===== config.mk =====
export PLATFORM = sky130hd
export DESIGN_NAME = inst_fetcher_flat
export DESIGN_NICKNAME = d
export VERILOG_FILES = /design/src/rtl/inst_fetcher_pkg.sv /design/src/rtl/inst_fetcher_if.sv /design/src/rtl/inst_queue.sv /design/src/rtl/inst_fetcher.sv /design/src/flat_wrapper.sv
export SDC_FILE = /design/constraint.sdc
export NUM_CORES = 1
export LEC_CHECK = 0
export ABC_AREA = 1
export CORE_AREA = 2 2 185 114
export DETAILED_ROUTE_END_ITERATION = 10
export DIE_AREA = 0 0 187 116
export HOLD_SLACK_MARGIN = 0.05
export PLACE_DENSITY = 0.82
export SYNTH_ARGS = -nofsm -noshare
export SYNTH_HDL_FRONTEND = slang
export SYNTH_SLANG_ARGS = --single-unit

===== constraint.sdc =====
create_clock -name clk -period 5.86 [get_ports clk]
set_input_delay 0.586 -clock clk [delete_from_list [all_inputs] [get_ports clk]]
set_output_delay 0.586 -clock clk [all_outputs]
set_load 0.03 [all_outputs]

===== src/rtl/inst_fetcher_pkg.sv =====
// Shared types for the instruction fetch front end: bus widths, the fetch
// FSM encoding, the queue entry layout and the sequential PC step.
package inst_fetcher_pkg;

   localparam int INST_ADDR_W = 32;
   localparam int INST_W      = 32;

   typedef logic [INST_ADDR_W-1:0] inst_addr_t;
   typedef logic [INST_W-1:0]      inst_t;

   localparam inst_addr_t DEFAULT_RESET_PC = 32'h0000_0000;
   localparam inst_addr_t INST_STRIDE      = 32'd4;

   // IDLE: nothing outstanding.
   // WAIT: request outstanding and its word is wanted.
   // DROP: request outstanding but its word belongs to a squashed path.
   typedef enum logic [1:0] {
      FETCH_IDLE = 2'd0,
      FETCH_WAIT = 2'd1,
      FETCH_DROP = 2'd2
   } fetch_state_e;

   // One buffered instruction together with the address it was fetched from.
   typedef struct packed {
      inst_t      inst;
      inst_addr_t pc;
   } queue_entry_t;

   // Sequential successor of a fetch address; wraps at 32 bits.
   function automatic inst_addr_t next_pc(input inst_addr_t addr);
      return addr + INST_STRIDE;
   endfunction

endpackage


===== src/rtl/inst_fetcher_if.sv =====
// Bundle of the fetch stage's control, memory and decoder signals.
// master = the fetch stage, slave = the surrounding pipeline/memory.
interface inst_fetcher_if;
   import inst_fetcher_pkg::*;

   // pipeline control
   logic       rdy;
   logic       stall;
   logic       mistaken;
   inst_addr_t jumpAddr;

   // memory controller handshake
   logic       fetchReq;
   inst_addr_t fetchAddr;
   logic       memDone;
   inst_t      memData;

   // decoder side
   logic       DecEn;
   inst_t      inst;
   inst_addr_t instPC;

   modport master (
      input  rdy, stall, mistaken, jumpAddr, memDone, memData,
      output fetchReq, fetchAddr, DecEn, inst, instPC
   );

   modport slave (
      output rdy, stall, mistaken, jumpAddr, memDone, memData,
      input  fetchReq, fetchAddr, DecEn, inst, instPC
   );

endinterface


===== src/rtl/inst_queue.sv =====
// Small synchronous FIFO of fetched instructions. The head entry is read
// combinationally so the decoder sees it in the same cycle it becomes valid.
// Flush wins over push/pop; nothing moves while en_i is low.
module inst_queue
   import inst_fetcher_pkg::*;
#(
   parameter int  DEPTH = 2,
   localparam int PTR_W = (DEPTH > 1) ? $clog2(DEPTH) : 1,
   localparam int CNT_W = PTR_W + 1
) (
   input  logic               clk,
   input  logic               rst,
   input  logic               en_i,
   input  logic               flush_i,
   input  logic               push_i,
   input  logic               pop_i,
   input  queue_entry_t       push_data_i,
   output queue_entry_t       head_o,
   output logic [CNT_W-1:0]   count_o
);

   queue_entry_t     mem_q [DEPTH];
   logic [PTR_W-1:0] head_q, head_d;
   logic [PTR_W-1:0] tail_q, tail_d;
   logic [CNT_W-1:0] count_q, count_d;
   logic             wr_en;

   // Next pointers/occupancy; DEPTH is a power of two so pointers wrap freely.
   always_comb begin
      head_d  = head_q;
      tail_d  = tail_q;
      count_d = count_q;
      wr_en   = 1'b0;
      if (en_i) begin
         if (flush_i) begin
            head_d  = '0;
            tail_d  = '0;
            count_d = '0;
         end else begin
            wr_en = push_i;
            if (push_i) begin
               tail_d = tail_q + PTR_W'(1);
            end
            if (pop_i) begin
               head_d = head_q + PTR_W'(1);
            end
            count_d = count_q + CNT_W'(push_i) - CNT_W'(pop_i);
         end
      end
   end

   // Pointer and occupancy registers.
   always_ff @(posedge clk) begin
      if (rst) begin
         head_q  <= '0;
         tail_q  <= '0;
         count_q <= '0;
      end else begin
         head_q  <= head_d;
         tail_q  <= tail_d;
         count_q <= count_d;
      end
   end

   // Entry storage; contents need no reset because count gates visibility.
   always_ff @(posedge clk) begin
      if (!rst && wr_en) begin
         mem_q[tail_q] <= push_data_i;
      end
   end

   assign head_o  = mem_q[head_q];
   assign count_o = count_q;

endmodule


===== src/rtl/inst_fetcher.sv =====
// Fetch stage: walks the PC forward in 4-byte steps, keeps at most one word
// request outstanding to memory, and buffers returned words for the decoder.
// A mispredict redirects the PC and flushes the buffer; a request already in
// flight still has to finish its handshake, so its word is dropped on return.
module inst_fetcher
   import inst_fetcher_pkg::*;
#(
   parameter int         QUEUE_DEPTH = 2,
   parameter inst_addr_t RESET_PC    = DEFAULT_RESET_PC
) (
   input logic            clk,
   input logic            rst,
   inst_fetcher_if.master fe_if
);

   localparam int CNT_W = ((QUEUE_DEPTH > 1) ? $clog2(QUEUE_DEPTH) : 1) + 1;
   localparam logic [CNT_W-1:0] DEPTH_C = CNT_W'(QUEUE_DEPTH);

   fetch_state_e     state_q, state_d;
   inst_addr_t       pc_q, pc_d;
   inst_addr_t       req_addr_q, req_addr_d;

   logic [CNT_W-1:0] count;
   logic [CNT_W-1:0] count_after_pop;
   logic [CNT_W-1:0] count_after_rsp;
   queue_entry_t     head;
   queue_entry_t     push_entry;
   logic             dec_en;
   logic             pop;
   logic             push;

   // A mispredict hides the head in the same cycle so nothing stale decodes.
   assign dec_en = (count != '0) & ~fe_if.mistaken;
   assign pop    = dec_en & ~fe_if.stall;

   // Occupancy seen by the issue decision: the outstanding request is counted
   // against free space so a returning word always has a slot.
   assign count_after_pop = count - CNT_W'(pop);
   assign count_after_rsp = count_after_pop + CNT_W'(1);

   assign push       = (state_q == FETCH_WAIT) & fe_if.memDone & ~fe_if.mistaken;
   assign push_entry = '{inst: fe_if.memData, pc: req_addr_q};

   inst_queue #(
      .DEPTH (QUEUE_DEPTH)
   ) u_queue (
      .clk         (clk),
      .rst         (rst),
      .en_i        (fe_if.rdy),
      .flush_i     (fe_if.mistaken),
      .push_i      (push),
      .pop_i       (pop),
      .push_data_i (push_entry),
      .head_o      (head),
      .count_o     (count)
   );

   // Fetch FSM next-state, PC and request address.
   always_comb begin
      state_d    = state_q;
      pc_d       = pc_q;
      req_addr_d = req_addr_q;
      if (fe_if.rdy) begin
         if (fe_if.mistaken) begin
            pc_d = fe_if.jumpAddr;
            case (state_q)
               FETCH_WAIT: state_d = fe_if.memDone ? FETCH_IDLE : FETCH_DROP;
               // the old handshake may still complete on this very edge
               FETCH_DROP: if (fe_if.memDone) state_d = FETCH_IDLE;
               default:    state_d = state_q;
            endcase
         end else begin
            case (state_q)
               FETCH_IDLE: begin
                  if (count_after_pop < DEPTH_C) begin
                     req_addr_d = pc_q;
                     state_d    = FETCH_WAIT;
                  end
               end
               FETCH_WAIT: begin
                  if (fe_if.memDone) begin
                     pc_d = next_pc(req_addr_q);
                     // back-to-back: chain the next word while a slot remains
                     if (count_after_rsp < DEPTH_C) begin
                        req_addr_d = next_pc(req_addr_q);
                     end else begin
                        state_d = FETCH_IDLE;
                     end
                  end
               end
               FETCH_DROP: begin
                  if (fe_if.memDone) begin
                     state_d = FETCH_IDLE;
                  end
               end
               default: state_d = FETCH_IDLE;
            endcase
         end
      end
   end

   // State, PC and request address registers.
   always_ff @(posedge clk) begin
      if (rst) begin
         state_q    <= FETCH_IDLE;
         pc_q       <= RESET_PC;
         req_addr_q <= RESET_PC;
      end else begin
         state_q    <= state_d;
         pc_q       <= pc_d;
         req_addr_q <= req_addr_d;
      end
   end

   assign fe_if.fetchReq  = (state_q != FETCH_IDLE);
   assign fe_if.fetchAddr = req_addr_q;
   assign fe_if.DecEn     = dec_en;
   assign fe_if.inst      = head.inst;
   assign fe_if.instPC    = head.pc;

endmodule

===== src/flat_wrapper.sv =====
// flat-port wrapper written by rule: the top's interface ports become plain ports
module inst_fetcher_flat import inst_fetcher_pkg::*;
#(
   parameter int         QUEUE_DEPTH = 2,
   parameter inst_addr_t RESET_PC    = DEFAULT_RESET_PC
)
  (clk, rst, fe_if_rdy, fe_if_stall, fe_if_mistaken, fe_if_jumpAddr, fe_if_memDone, fe_if_memData, fe_if_fetchReq, fe_if_fetchAddr, fe_if_DecEn, fe_if_inst, fe_if_instPC);
  inst_fetcher_if fe_if_i ();
  input logic clk;
  input logic rst;
  input wire logic [$bits(fe_if_i.rdy)-1:0] fe_if_rdy;
  input wire logic [$bits(fe_if_i.stall)-1:0] fe_if_stall;
  input wire logic [$bits(fe_if_i.mistaken)-1:0] fe_if_mistaken;
  input wire logic [$bits(fe_if_i.jumpAddr)-1:0] fe_if_jumpAddr;
  input wire logic [$bits(fe_if_i.memDone)-1:0] fe_if_memDone;
  input wire logic [$bits(fe_if_i.memData)-1:0] fe_if_memData;
  output wire logic [$bits(fe_if_i.fetchReq)-1:0] fe_if_fetchReq;
  output wire logic [$bits(fe_if_i.fetchAddr)-1:0] fe_if_fetchAddr;
  output wire logic [$bits(fe_if_i.DecEn)-1:0] fe_if_DecEn;
  output wire logic [$bits(fe_if_i.inst)-1:0] fe_if_inst;
  output wire logic [$bits(fe_if_i.instPC)-1:0] fe_if_instPC;
  assign fe_if_i.rdy = fe_if_rdy;
  assign fe_if_i.stall = fe_if_stall;
  assign fe_if_i.mistaken = fe_if_mistaken;
  assign fe_if_i.jumpAddr = fe_if_jumpAddr;
  assign fe_if_i.memDone = fe_if_memDone;
  assign fe_if_i.memData = fe_if_memData;
  assign fe_if_fetchReq = fe_if_i.fetchReq;
  assign fe_if_fetchAddr = fe_if_i.fetchAddr;
  assign fe_if_DecEn = fe_if_i.DecEn;
  assign fe_if_inst = fe_if_i.inst;
  assign fe_if_instPC = fe_if_i.instPC;
  inst_fetcher #(.QUEUE_DEPTH(QUEUE_DEPTH), .RESET_PC(RESET_PC)) u_core (.clk(clk), .rst(rst), .fe_if(fe_if_i));
endmodule

# After elaboration in Yosys (flattened, before gate mapping)
# Memory sizes are Yosys's and may differ from the RTL's. A register that Yosys moved wholly into a read port is not among the register bits.
# Index checks and enable logic that the tools add are counted.
# word_totals
elab_cells	72
in_bits	70
memories	1
output_inout_bits	98
regBits	70
mem_bits_rw	128
# op_classes
muxes	26
eq_ne	9
add_sub_neg	7
n_bitwise	6
magnitude_cmp	2
reduce_logical	15
# mem_list
memory	words	width	read_ports	rd_clocked_by_memory_dff	write_ports	line	source
u_core.u_queue.mem_q	2	64	1	1	1	inst_queue.sv:22	queue_entry_t mem_q [DEPTH];
# ops
operator	count
2-to-1 mux 32 bit	6
one-hot mux 32 bit (2 select lines)	1
adder 32 x 3 -> 32 bit (second input constant)	1
2-to-1 mux 2 bit	7
nonzero test 2 bit	7
2-to-1 mux 1 bit	10
inequality test 3 bit (second input constant)	2
one-hot mux 2 bit (3 select lines)	1
AND reduction 6 bit	1
AND reduction 5 bit	1
bitwise AND 1 bit	4
less-than comparator 2 bit (second input constant)	2
inequality test 2 bit (second input constant)	2
one-hot mux 2 bit (2 select lines)	1
AND reduction 2 bit	2
subtractor 2 x 1 -> 2 bit	2
inequality test 3 x 1 -> 1 bit (second input constant)	1
inequality test 3 x 2 -> 1 bit (second input constant)	1
AND reduction 3 bit	1
adder 1 bit (second input constant)	2
adder 2 x 1 -> 2 bit	1
adder 2 x 1 -> 2 bit (second input constant)	1
== test 2 x 1 -> 1 bit (second input constant)	1
== test 2 bit (second input constant)	1
other kinds (5)	6

# Longest topological paths before layout
# Gate-level depths: netlist (run 1).
# logic_depth
ltp_word	10
depth_mapped	14

# Hierarchy
# A second synthesis (run 1) with hierarchy kept.
# hier_totals
hier_cells	909
hier_area_um2	9200.1
# by_module_without_submodules
module	area_per_inst_um2	instances	seq_area_each_um2	cells_each
inst_queue	5187.5	1	3943.8	238
inst_fetcher	4012.6	1	1321.3	671

# Worst setup path before layout (run 1)
# OpenSTA, ideal clock, no wires.
# synth_timing
kind	input to register
startpoint	in fe_if_mistaken
endpoint	mem u_core.u_queue.mem_q[0][0] in the netlist's numbering, enable pin
path_stages	4
slack_ns	-0.074
setup_ns	0.566
path_buffers	1
required_ns	5.294
arrival_ns	5.367
cell_sequence	buf_2 inv_2 nand4_1 nor3_1
# synth_via
elab_chain_len	7
# synth_lines
element	line	source
from (decl)	flat_wrapper.sv:13	input wire logic [$bits(fe_if_i.mistaken)-1:0] fe_if_mistaken;
inverter 1 bit	inst_fetcher.sv:41	assign push = (state_q == FETCH_WAIT) & fe_if.memDone & ~fe_if.mistaken;
bitwise AND 1 bit	inst_fetcher.sv:41	
2-to-1 mux 1 bit *	inst_queue.sv:35	if (flush_i) begin
2-to-1 mux 1 bit *	inst_queue.sv:34	if (en_i) begin
logical AND 1 bit *	inst_queue.sv:67	if (!rst && wr_en) begin
2-to-1 mux 1 bit *	inst_queue.sv:67	
2-to-1 mux 1 bit (not written as such) *	inst_queue.sv:68	mem_q[tail_q] <= push_data_i;
to (decl)	inst_queue.sv:22	
# Every way passes the cells marked *; elsewhere a longest branch is shown, timed or not.

# Worst setup path in the final report (run 1)
# layout_timing
startpoint	reg u_core.state_q[1]
endpoint	mem u_core.u_queue.mem_q[1][2] in the netlist's numbering, enable pin
# layout_via
elab_chain_len	8
# layout_lines
element	line	source
from (decl)	inst_fetcher.sv:19	fetch_state_e state_q, state_d;
from (signal assigned)	inst_fetcher.sv:109	state_q <= state_d;
== test 2 x 1 -> 1 bit	inst_fetcher.sv:41	
bitwise AND 1 bit (2 in series)	inst_fetcher.sv:41	
2-to-1 mux 1 bit	inst_queue.sv:35	
2-to-1 mux 1 bit	inst_queue.sv:34	
logical AND 1 bit	inst_queue.sv:67	
2-to-1 mux 1 bit	inst_queue.sv:67	
2-to-1 mux 1 bit (not written as such)	inst_queue.sv:68	
# No other way between the ends.

==> qor.yml, run 1 <==
status: "finished clean"
io_buffers: 167
peakVddDrop_mv: 0.212
antenna_found_initial: 0
io_pins: 168
vias: 7077
synth_area_sq_um: 8900
maxSlewHeadroom: 0.281
drv_slew: 0
setup_violations: 0
max_freq_ghz: 0.285
stdcell_count: 1350
ys_seq_elements: 199
finalSetupTns_ns: 0
die_w_um: 187
critPathCaptureType: "flip-flop"
first_global_vias: 6573
dr.pass1.iters: 5
initial_core_util: 0.448
grt_use_total: 0.214
hp-class: "flip-flop to flip-flop"
slowest_stage: "inv_2"
clk_latency_ns: 0.44
skew_ns: 0.00915
dieArea_sq_um: 21700
post-cts-setup-buffers: 0
core_area_sq_um: 19900
finalCritPeriodShare: 0.599
drive_gt1_frac: 0.123
vias_per_cell: 5.24
die_y_um: 116
hold-path-endpoint: "u_core.fe_if.fetchAddr[1]"
reg2reg_slack_ns: 2.35
wl_mm: 22.8
layout.nets: 1138
critPathRequiredTime_ns: 5.94
area_growth_pct: 27.8
drc: 0
fin_util: 0.572
place_congestion: 0.901
r2r-start: "u_core.state_q[1]"
post_drt_wl_per_cell_um: 16.9
cts_buffer_depth: 2
worst_hold_slack_ns: 0.489
worst_setup_path_start_kind: "flip-flop"
worstSetupPathType: "flip-flop to flip-flop"
grt_pass1_wl_mm: 35.8
arrival_ns: 3.59
final_area_sq_um: 11400
cts_buffers: 17
rows: 40
grt_max_degree: 65
cap_violations: 0
ys_seq_area_frac: 0.591
cts_root_buffer: "clkbuf_16"
yosys_warnings: 0
fillers: 1675
min_from: "u_core.pc_q[1]"
worstMarginPinSlew_ns: 1.08
r2r-end: "u_core.u_queue.mem_q[1][2]"
fin_crit_ns: 3.51
clock_sinks: 199
clkSlewWorstSetupHoldPaths_ns: 0.08
netlist_instances: 911
antennaDiodeCount: 0
worstPathCellList: "inv_2 > nand2_2 > inv_2 > nand4_1 > nor2_4 > buf_4"
hold_violations: 0
rsz0062_at_grt: "false"
grt_overflow: 0
critical-path-max-stage-delay_ns: 0.77
path_common_cell: "inv_2"
cts_resized: 0
dp.cells: 1318
syn-mean-instance-area_sq_um: 9.77
dp_hpwl_mm: 15.1
drt_iter0_markers: 599
p_per_area_nw_per_um2: 277
critPathMaxFanout: 46
cts_max_level: 4
worstRegToRegCells: 6
synth_edf_count: 128
ant_nets: 0
p_leak_nw: 4.16
synth_top_flop_cell: "edfxtp_1"
async_flop_share: 0
placed_area_sq_um: 10800
ys_types: 31
cts_hold_buf: 0
cts_tree: "done"
synthesis.nets: 985
hold_depth: 2
-- cells by family (layout without fill, tap and decap cells) --
group           Yosys count  after routing  synth area share
buf+inv                 106            272            0.0513
xor+xnor                  7              7           0.00689
simple gates            395            395             0.185
flops                   199            199             0.591
fa+ha+maj                 4              4           0.00562
mux                      64             64            0.0810
compound gates          136            136            0.0786
-- how the worst max path moves through the flow --
stage | slack [ns] | from | endpoint
floorplan | 1.69 | fe_if_mistaken | u_core.u_queue.mem_q[1][0]
global placement | 2.09 | fe_if_mistaken | u_core.u_queue.mem_q[1][8]
detailed placement | 2.00 | fe_if_mistaken | u_core.u_queue.mem_q[1][46]
CTS | 2.35 | u_core.state_q[1] | u_core.u_queue.mem_q[1][49]
global route | 2.10 | u_core.state_q[1] | u_core.u_queue.mem_q[1][0]
finish | 2.35 | u_core.state_q[1] | u_core.u_queue.mem_q[1][2]
-- worst max-delay path: cells and delay by family, from the launching register on --
family / cells / cell delay [ns]
flip-flops: 1 / 0.33
AND/OR/NAND/NOR: 3 / 1.24
buffers and inverters: 3 / 1.49
-- flip-flops by register name (all words and copies together), names as in the netlist, named ones only --
name	flops
u_core.fe_if.fetchAddr	32
u_core.u_queue.count_o	2
u_core.u_queue.tail_q	1
u_core.pc_q	32
u_core.u_queue.head_q	1
u_core.state_q	2
u_core.u_queue.mem_q	128
-- layout make-up --
cell class,count,area (sq um),area share
Clock buffer,17,425,0.0374
Clock inverter,15,170,0.0150
Inverter,67,251,0.0221
Multi-Input combinational cell,606,3200,0.281
Sequential cell,199,5270,0.463
Tap cell,273,342,0.0300
Timing Repair Buffer,173,1720,0.151
-- power breakdown --
group	internal, W	switching [W]
sequential	0.00154	0.0000597
clock	0.000576	0.000584
combinational	0.000152	0.000238
-- through the flow --
stage / setup WS, ns / total power [W]
6_report: 2.35 / 0.00315
3_5_place_dp: 2.00 / 0.00202
2_1_floorplan: 1.69 / 0.00185
4_1_cts: 2.35 / 0.00317
5_1_grt: 2.10 / 0.00328
3_3_place_gp: 2.09 / 0.00201
-- placed cells by master, fill, tap and decap left out, drive strengths merged --
cell	n
clkinvlp	1
o21bai	2
clkbuf	17
ha	4
nand2	221
mux2	64
o21ai	53
dfxtp	71
a31oi	3
and2	2
inv	75
nor2	114
nand4	5
xnor2	4
a21oi	77
nor3	1
buf	6
edfxtp	128
xor2	3
a211oi	1
clkinv	6
nand3	52
clkdlybuf4s50	167
-- cell usage after synthesis (5+ instances only) --
cell	instances	area (sq um)
nor2_1	101	379
dfxtp_1	71	1420
nand2_2	5	31.3
nand2_1	215	807
o21ai_0	42	210
mux2_2	64	721
buf_2	11	55.1
edfxtp_1	128	3840
nor2_2	9	56.3
a21oi_1	77	385
o21ai_1	9	45.0
clkbuf_1	19	71.3
inv_2	6	22.5
nand3_1	50	250
nand4_1	5	31.3
inv_1	61	229
-- routing by layer --
| layer | global-route usage | up-vias | wire (um) |
|---|---|---|---|
| met5 | 0 | - | 0 |
| met4 | 0.0513 | 0 | 255 |
| met3 | 0.0575 | 18 | 2100 |
| met2 | 0.328 | 356 | 9680 |
| met1 | 0.305 | 3328 | 10800 |
| li1 | - | 3375 | - |
(Power assumes the default switching activity.)
==> run 2: changes to the inputs <==
clock period = 2.8 ns   (was 5.86 ns; I/O delays follow)
==> run 2 against run 1 <==
  * Die area unchanged
  * Total power increased by 110%
  * Clock power increased by 110%
  * Cell count increased by 0.67%
  * Global-route usage decreased by 0.75 points
  * Register-to-register slack got worse by 1.7 ns
  * Critical path type is now flip-flop to output port
  * Critical endpoint is now fe_if_instPC[19]
==> qor.yml, run 2 (synthesized netlist as in run 1, its figures left out) <==
status: "finished clean"
maxSlewHeadroom: 0.595  # +0.315
top_register: "u_core.u_queue.mem_q"
critPathCaptureType: "output port"
initial_core_util: 0.448  # unchanged
peakVddDrop_mv: 0.437  # +110%
cts_hold_buf: 0  # unchanged
worstPathCellList: "buf_12 > mux2_2 > clkdlybuf4s50_1"
post-cts-setup-buffers: 0  # unchanged
finalCritPeriodShare: 0.915
fin_crit_ns: 2.56
ant_nets: 0  # unchanged
skew_ns: 0.00901  # -0.000141 ns
critPathMaxFanout: 33  # -28%
drive_gt1_frac: 0.132  # +0.00818
antennaDiodeCount: 0  # unchanged
die_y_um: 116  # unchanged
grt_overflow: 0  # unchanged
cts_resized: 0  # unchanged
slowest_stage: "clkdlybuf4s50_1"
layout_common_cells: "nand2_1 (215), clkdlybuf4s50_1 (166), edfxtp_1 (128)"
place_congestion: 0.901  # about the same
grt_max_degree: 65  # unchanged
antenna_found_initial: 0  # unchanged
clock_sinks: 199  # unchanged
dieArea_sq_um: 21700  # unchanged
placed_area_sq_um: 10900  # +0.95%
wl_mm: 21.9  # -3.7%
die_w_um: 187  # unchanged
area_growth_pct: 28.7
cts_buffers: 17  # unchanged
max_freq_ghz: 0.390
path_depth: 3  # -3
crit_end: "fe_if_instPC[19]"
critical-path-max-stage-delay_ns: 0.63  # -0.14 ns
dr.pass1.iters: 7  # +2
io_buffers: 167  # unchanged
drc: 0  # unchanged
finalSetupTns_ns: 0  # unchanged
arrival_ns: 2.28  # -1.31 ns
core_area_sq_um: 19900  # unchanged
worstRegToRegCells: 13  # +7
clkSlewWorstSetupHoldPaths_ns: 0.07  # about the same
rows: 40  # unchanged
dp_hpwl_mm: 15.2  # +0.27%
r2r-end: "u_core.fe_if.fetchAddr[18]"
worst_setup_path_start_kind: "flip-flop"
grt_pass1_wl_mm: 34.8  # -2.7%
hp-class: "primary input to flip-flop"
cts_max_level: 4  # unchanged
worstSetupPathType: "flip-flop to output port"
hold_violations: 0  # unchanged
post_drt_wl_per_cell_um: 16.2  # -4.4%
clk_latency_ns: 0.43  # about the same
r2r-start: "u_core.u_queue.count_o[1]"
io_pins: 168  # unchanged
drt_iter0_markers: 586  # -2.2%
drv_slew: 0  # unchanged
first_global_vias: 6525  # -0.73%
cts_buffer_depth: 2  # unchanged
worstMarginPinSlew_ns: 0.607  # -0.471 ns
cap_violations: 0  # unchanged
cts_tree: "done"
p_per_area_nw_per_um2: 573  # +110%
vias_per_cell: 5.08  # -3.0%
cts_root_buffer: "clkbuf_16"
cp_top_family: "buffers and inverters"
critPathRequiredTime_ns: 2.52  # -3.42 ns
largest_register_ffs: 128  # unchanged
mostFrequentLayoutCell: "nand2_1"
setup_violations: 0  # unchanged
reg2reg_slack_ns: 0.60  # -1.75 ns
p_leak_nw: 4.22  # +1.4%
layout.nets: 1147  # +0.79%
rsz0062_at_grt: "false"
grt_use_total: 0.207  # -0.00754
vias: 6907  # -2.4%
final_area_sq_um: 11500  # +0.71%
worst-path-buf-inv: 2  # -1
==> run 2: metrics by stage <==
stage               utilization  std cells  hold slack, ns  worst slack (ns)  total power (W)
CTS                       0.577       1359           0.393             0.190          0.00662
global placement          0.548       1327           0.462             0.430          0.00421
global route              0.577       1359           0.400             0.135          0.00684
detailed placement        0.548       1327           0.472             0.317          0.00423
finish                    0.577       1359           0.414             0.238          0.00657
floorplan                     -        911           0.349           -0.0141          0.00388
==> run 2: cell type report <==
type                    count  area (sq um)
clock buffers              18           429
clock inverters            14           145
fillers                  1693          8410
inverters                  67           251
multi-input cells         606          3200
flip-flops and latches    199          5270
well taps                 273           342
repair buffers            182          1820
==> run 2: worst min path at each step <==
| stage | startpoint | endpoint | slack [ns] | cells after the start |
|---|---|---|---|---|
| global placement | u_core.pc_q[0] | u_core.fe_if.fetchAddr[0] | 0.46 | 2 |
| CTS | fe_if_jumpAddr[0] | u_core.pc_q[0] | 0.39 | 3 |
| floorplan | rst | u_core.u_queue.count_o[0] | 0.35 | 1 |
| finish | fe_if_jumpAddr[0] | u_core.pc_q[0] | 0.41 | 3 |
| global route | fe_if_memData[8] | u_core.u_queue.mem_q[0][40] | 0.40 | 1 |
| detailed placement | u_core.pc_q[1] | u_core.fe_if.fetchAddr[1] | 0.47 | 2 |
==> run 2: tightest hold or removal path, stage by stage <==
cell	delay [ns]
clkdlybuf4s50_1	0.39
nand2_1	0.06
a31oi_1	0.07
==> run 2: where the power goes <==
group          switching (W)  total (W)  internal, W  leakage (nW)
registers           0.000125    0.00335      0.00323          1.76
logic               0.000491   0.000821     0.000329          2.18
clock network        0.00120    0.00240      0.00120         0.284
total                0.00181    0.00657      0.00476          4.22
==> run 2: metal layers <==
layer  track usage  wire length, um  share of wire  vias to the layer above
li1              -                -              -                     3407
met1         0.295            10500           0.48                     3186
met2         0.327             9580           0.44                      299
met3        0.0421             1750          0.080                       15
met4        0.0481              163         0.0074                        0
met5             0                0              0                        -
